===== config.mk =====
export PLATFORM = sky130hd
export DESIGN_NAME = instr_mem_loadable
export DESIGN_NICKNAME = d
export VERILOG_FILES = /design/src/rtl/instr_mem_loadable.sv
export SDC_FILE = /design/constraint.sdc
export NUM_CORES = 2
export LEC_CHECK = 0
export CAP_MARGIN = 25
export CORE_ASPECT_RATIO = 0.9
export CORE_MARGIN = 8
export CORE_UTILIZATION = 60
export DETAILED_ROUTE_END_ITERATION = 12
export PLACE_DENSITY = 0.87
export SKIP_CTS_REPAIR_TIMING = 1
export SLEW_MARGIN = 5
export SYNTH_ARGS = -nofsm -noshare
export SYNTH_HDL_FRONTEND = slang
export SYNTH_SLANG_ARGS = --single-unit

===== constraint.sdc =====
create_clock -name clk -period 4.9 [get_ports clk]
set_clock_uncertainty 0.2 [all_clocks]
set_input_delay 0.735 -clock clk [delete_from_list [all_inputs] [get_ports clk]]
set_output_delay 0.735 -clock clk [all_outputs]
set_load 0.01 [all_outputs]

===== src/rtl/instr_mem_loadable.sv =====
// Instruction memory with a one-cycle synchronous fetch port and a byte-serial
// little-endian program-load port. Fetch is blocked while a load is running.
module instr_mem_loadable #(
  parameter int unsigned ADDR_W = 8
) (
  input  logic              clk,
  input  logic              reset,
  input  logic              fetch_en,
  input  logic [ADDR_W-1:0] A,
  output logic [31:0]       RD,
  output logic              rd_valid,
  output logic              misaligned,
  input  logic              ld_start,
  input  logic              ld_valid,
  input  logic [7:0]        ld_data,
  input  logic              ld_last,
  output logic              ld_ready,
  output logic              load_busy,
  output logic              load_err,
  output logic [ADDR_W-2:0] words_loaded
);

  localparam int unsigned IDX_W = ADDR_W - 2;
  localparam int unsigned CNT_W = ADDR_W - 1;
  localparam int unsigned DEPTH = 1 << IDX_W;

  typedef enum logic [0:0] {
    ST_IDLE = 1'b0,
    ST_LOAD = 1'b1
  } state_t;

  state_t             r_state;
  state_t             w_state_next;
  logic               w_fetch;
  logic               w_accept;

  logic [31:0]        r_mem [DEPTH];
  logic [DEPTH-1:0]   r_bitmap;
  logic [CNT_W-1:0]   r_ptr;
  logic [1:0]         r_byte_cnt;
  logic [31:0]        r_asm;
  logic               r_load_err;
  logic [31:0]        r_rd;
  logic               r_rd_valid;
  logic               r_misaligned;

  logic [31:0]        w_asm_next;
  logic               w_word_done;
  logic               w_full;
  logic               w_mem_we;
  logic [IDX_W-1:0]   w_wr_idx;
  logic [IDX_W-1:0]   w_rd_idx;

  // State register
  always_ff @(posedge clk) begin
    if (reset) begin
      r_state <= ST_IDLE;
    end else begin
      r_state <= w_state_next;
    end
  end

  // Next-state and per-cycle fetch/accept decisions
  always_comb begin
    w_state_next = r_state;
    w_fetch      = 1'b0;
    w_accept     = 1'b0;
    case (r_state)
      ST_IDLE: begin
        w_fetch = fetch_en;
        if (ld_start) begin
          w_state_next = ST_LOAD;
        end
      end
      ST_LOAD: begin
        // ld_start restarts the load; any byte on that cycle is dropped
        if (!ld_start && ld_valid) begin
          w_accept = 1'b1;
          if (ld_last) begin
            w_state_next = ST_IDLE;
          end
        end
      end
      default: w_state_next = ST_IDLE;
    endcase
  end

  // Byte assembly and write-enable generation
  always_comb begin
    w_asm_next  = r_asm | (32'(ld_data) << {r_byte_cnt, 3'b000});
    w_word_done = w_accept & ((r_byte_cnt == 2'd3) | ld_last);
    w_full      = (r_ptr == CNT_W'(DEPTH));
    w_mem_we    = w_word_done & ~w_full;
    w_wr_idx    = r_ptr[IDX_W-1:0];
    w_rd_idx    = A[ADDR_W-1:2];
  end

  // Load bookkeeping: pointer, byte lane, assembly, bitmap, overflow flag
  always_ff @(posedge clk) begin
    if (reset || ld_start) begin
      r_ptr      <= '0;
      r_byte_cnt <= 2'd0;
      r_asm      <= 32'd0;
      r_bitmap   <= '0;
      r_load_err <= 1'b0;
    end else if (w_accept) begin
      r_byte_cnt <= w_word_done ? 2'd0 : r_byte_cnt + 2'd1;
      r_asm      <= w_word_done ? 32'd0 : w_asm_next;
      if (w_word_done) begin
        if (w_full) begin
          r_load_err <= 1'b1;
        end else begin
          r_ptr              <= r_ptr + CNT_W'(1);
          r_bitmap[w_wr_idx] <= 1'b1;
        end
      end
    end
  end

  // Storage array; no reset, validity tracked by the bitmap
  always_ff @(posedge clk) begin
    if (w_mem_we) begin
      r_mem[w_wr_idx] <= w_asm_next;
    end
  end

  // Registered fetch port
  always_ff @(posedge clk) begin
    if (reset) begin
      r_rd         <= 32'd0;
      r_rd_valid   <= 1'b0;
      r_misaligned <= 1'b0;
    end else if (w_fetch) begin
      r_rd_valid <= 1'b1;
      if (A[1:0] != 2'b00) begin
        r_rd         <= 32'd0;
        r_misaligned <= 1'b1;
      end else begin
        r_rd         <= r_bitmap[w_rd_idx] ? r_mem[w_rd_idx] : 32'd0;
        r_misaligned <= 1'b0;
      end
    end else begin
      r_rd_valid   <= 1'b0;
      r_misaligned <= 1'b0;
    end
  end

  assign RD           = r_rd;
  assign rd_valid     = r_rd_valid;
  assign misaligned   = r_misaligned;
  assign ld_ready     = (r_state == ST_LOAD);
  assign load_busy    = (r_state == ST_LOAD);
  assign load_err     = r_load_err;
  assign words_loaded = r_ptr;

endmodule


==> out/qor.yml <==
status: "finished, final reports clean"
root_buffer: "clkbuf_16"
critPathMaxFanout: 19
die_area_um2: 151000
tightest_slew_ns: 1.23
synth_fp_nets: 3927
drtIter0Drc: 8406
path_class: "flip-flop to flip-flop"
ys_seq_area_share_pct: 77.2
drive_gt1_share_pct: 27.4
postSynthAreaPerCell_um2: 21.3
finalWirelength_mm: 243
hold_path_class: "flip-flop to flip-flop"
core-area_um2: 138000
regArea_um2: 64300
cts_inserted_buffers: 194
num_vias: 45953
synth_top_area_share_pct: 73.8
clock_sinks: 2189
worst-r2r-setup-slack_ns: 1.03
wl_per_cell_um: 39.2
dp.cells: 5802
synthFlopType: "edfxtp_1"
final_common_cell: "edfxtp_1"
post-route-min-period_ns: 3.87
syn2layout_area_growth_pct: 13.3
ant_nets: 0
synth_area_leaders: "edfxtp_1 (74%), mux4_2 (13%), dfxtp_1 (3.4%)"
track_usage_pct: 31.3
firstDrtPassIters: 7
clock_latency_ns: 0.82
syn_area_um2: 83300
fin_util_pct: 68.6
r2r_end: "r_mem[2][3]"
synth_enable_flop_cells: 2048
h-tree-depth: 4
peakVddDrop_v: 0.000334
port_buffers: 65
grt_max_degree: 127
layout.cells.non_filler: 6181
grt_overflow_total: 0
finalHoldViolCount: 0
fp-row-count: 129
ff2ff_path_depth: 7
hold_start: "r_asm[12]"
dieHeight_um: 369
period_share_pct: 79.0
worstHoldEndpoint: "r_asm[12]"
grt_pass1_vias: 45866
pin_count: 66
arrival_ns: 4.17
p_leak_nw: 26.4
cp-end-kind: "flip-flop"
worstPathRequired_ns: 5.20
clock_path_buffers: 3
ys_async_sr_fraction_pct: 0
rsz0062_at_grt: "no"
setup_viol: 0
timing.fmax_ghz: 0.258
multi_input_area_um2: 18300
synth_cell_types: 54
gp_congestion: 0.922
cts.reportedPaths.clkPinSlew_ns: 0.06
hpwl_mm: 131
whs_path_depth: 2
nets: 4201
die_w_um: 409
ys_ff_latch: 2189
relSlewSlack_pct: 17.9
fill_cells: 7351
maxCapViolCount: 0
critPathLaunchType: "flip-flop"
reg2reg_from: "words_loaded[3]"
final_cell_mix: "edfxtp_1 (2048), mux4_2 (497), clkbuf_16 (202)"
synth_top_area_cell: "edfxtp_1"
power_density_nw_per_um2: 392
drc: 0
antenna_found_initial: 19
fin_setup_tns_ns: 0
cts_tree: "done"
yosysWarnings: 0
grt_first_pass_wirelength_mm: 338
slew_viol_final: 0
initial_utilization_pct: 60.5
synthCells: 3902
via_per_inst: 7.43
holdWs_ns: 0.273
## through the flow
step	instance area (um^2)	total power, W	setup slack (ns)
final	94400	0.0370	1.03
after global routing	94400	0.0376	1.15
after CTS	94100	0.0369	1.33
after detailed placement	88000	0.0220	0.536
after global placement	87800	0.0220	0.716
after floorplan	83300	0.0215	0.872
## kinds of logic (layout without fill, tap and decap cells)
family | count (synthesis) | after routing | synth area share, %
XOR/XNOR | 6 | 6 | 0.0631
buffers and inverters | 242 | 675 | 1.52
flip-flops | 2189 | 2189 | 77.2
adder cells (fa/ha/maj) | 3 | 3 | 0.0451
AO/OA/AOI/OAI | 442 | 442 | 3.75
AND/OR/NAND/NOR | 389 | 389 | 2.25
multiplexers | 631 | 631 | 15.1
other | 0 | 12 | 0
## state kept, by name, indices dropped and copies added (netlist names)
register,cells
r_bitmap,64
misaligned,1
r_asm,32
rd_valid,1
load_err,1
r_mem,2048
words_loaded,7
RD,32
r_byte_cnt,2
ld_ready,1
## worst max path at each step
stage                               start  cells after the start  slack (ns)            end
after floorplan                  ld_start                      5        0.87   r_mem[59][0]
after global placement           ld_start                      8        0.72  r_mem[26][12]
after detailed placement         ld_start                      8        0.54    r_mem[2][8]
final                     words_loaded[3]                      7        1.03    r_mem[2][3]
after global routing             ld_start                      8        1.15    r_mem[2][3]
after CTS                        ld_start                      8        1.33    r_mem[2][3]
## report_power, final
part           leakage [nW]  internal [W]  switching [W]
Combinational          6.49      0.000504       0.000936
Clock                  3.03       0.00843        0.00685
Sequential             16.9        0.0203      0.0000102
Total                  26.4        0.0292        0.00779
## critical path, cell delays in order (launching register included)
cell and delay (ns):
dfxtp_1 0.73, nor2_1 0.29, nand4b_1 0.26, nor3b_1 0.78, nand2_1 0.20, buf_4 0.32, nor2_4 0.50, buf_12 0.26
## synth_stat cells (23+ instances only)
cell type     n
a211oi_1     57
mux4_2      497
a21oi_1      73
buf_2        39
edfxtp_1   2048
mux2_2       58
o22ai_1     111
nor2_1      206
or3_1        30
mux2i_1      76
nor2b_1      64
nor4_1       27
dfxtp_1     141
a211o_1      28
clkbuf_1    124
buf_4        25
a21o_1       32
a2111oi_0    31
buf_6        24
nand2_1      23
o21a_1       40
a22o_1       32
## routing by layer
layer	wire length, um	part of all wire (%)	GRT usage, %	vias to the layer above
li1	-	-	-	16882
met1	75800	31	39.1	23151
met2	113000	46	49.0	4901
met3	36300	15	10.4	1003
met4	17600	7.2	17.3	16
met5	147	0.061	0	-
## final cells by class
type / count / share of cell area, %
clock inverters: 105 / 0.961
multi-input cells: 1471 / 19.4
flip-flops and latches: 2189 / 68.1
diodes: 12 / 0.0318
inverters: 7 / 0.0278
clock buffers: 250 / 5.60
well taps: 1834 / 2.43
repair buffers: 313 / 3.43
Note: power is estimated with default switching activity, not from simulation.
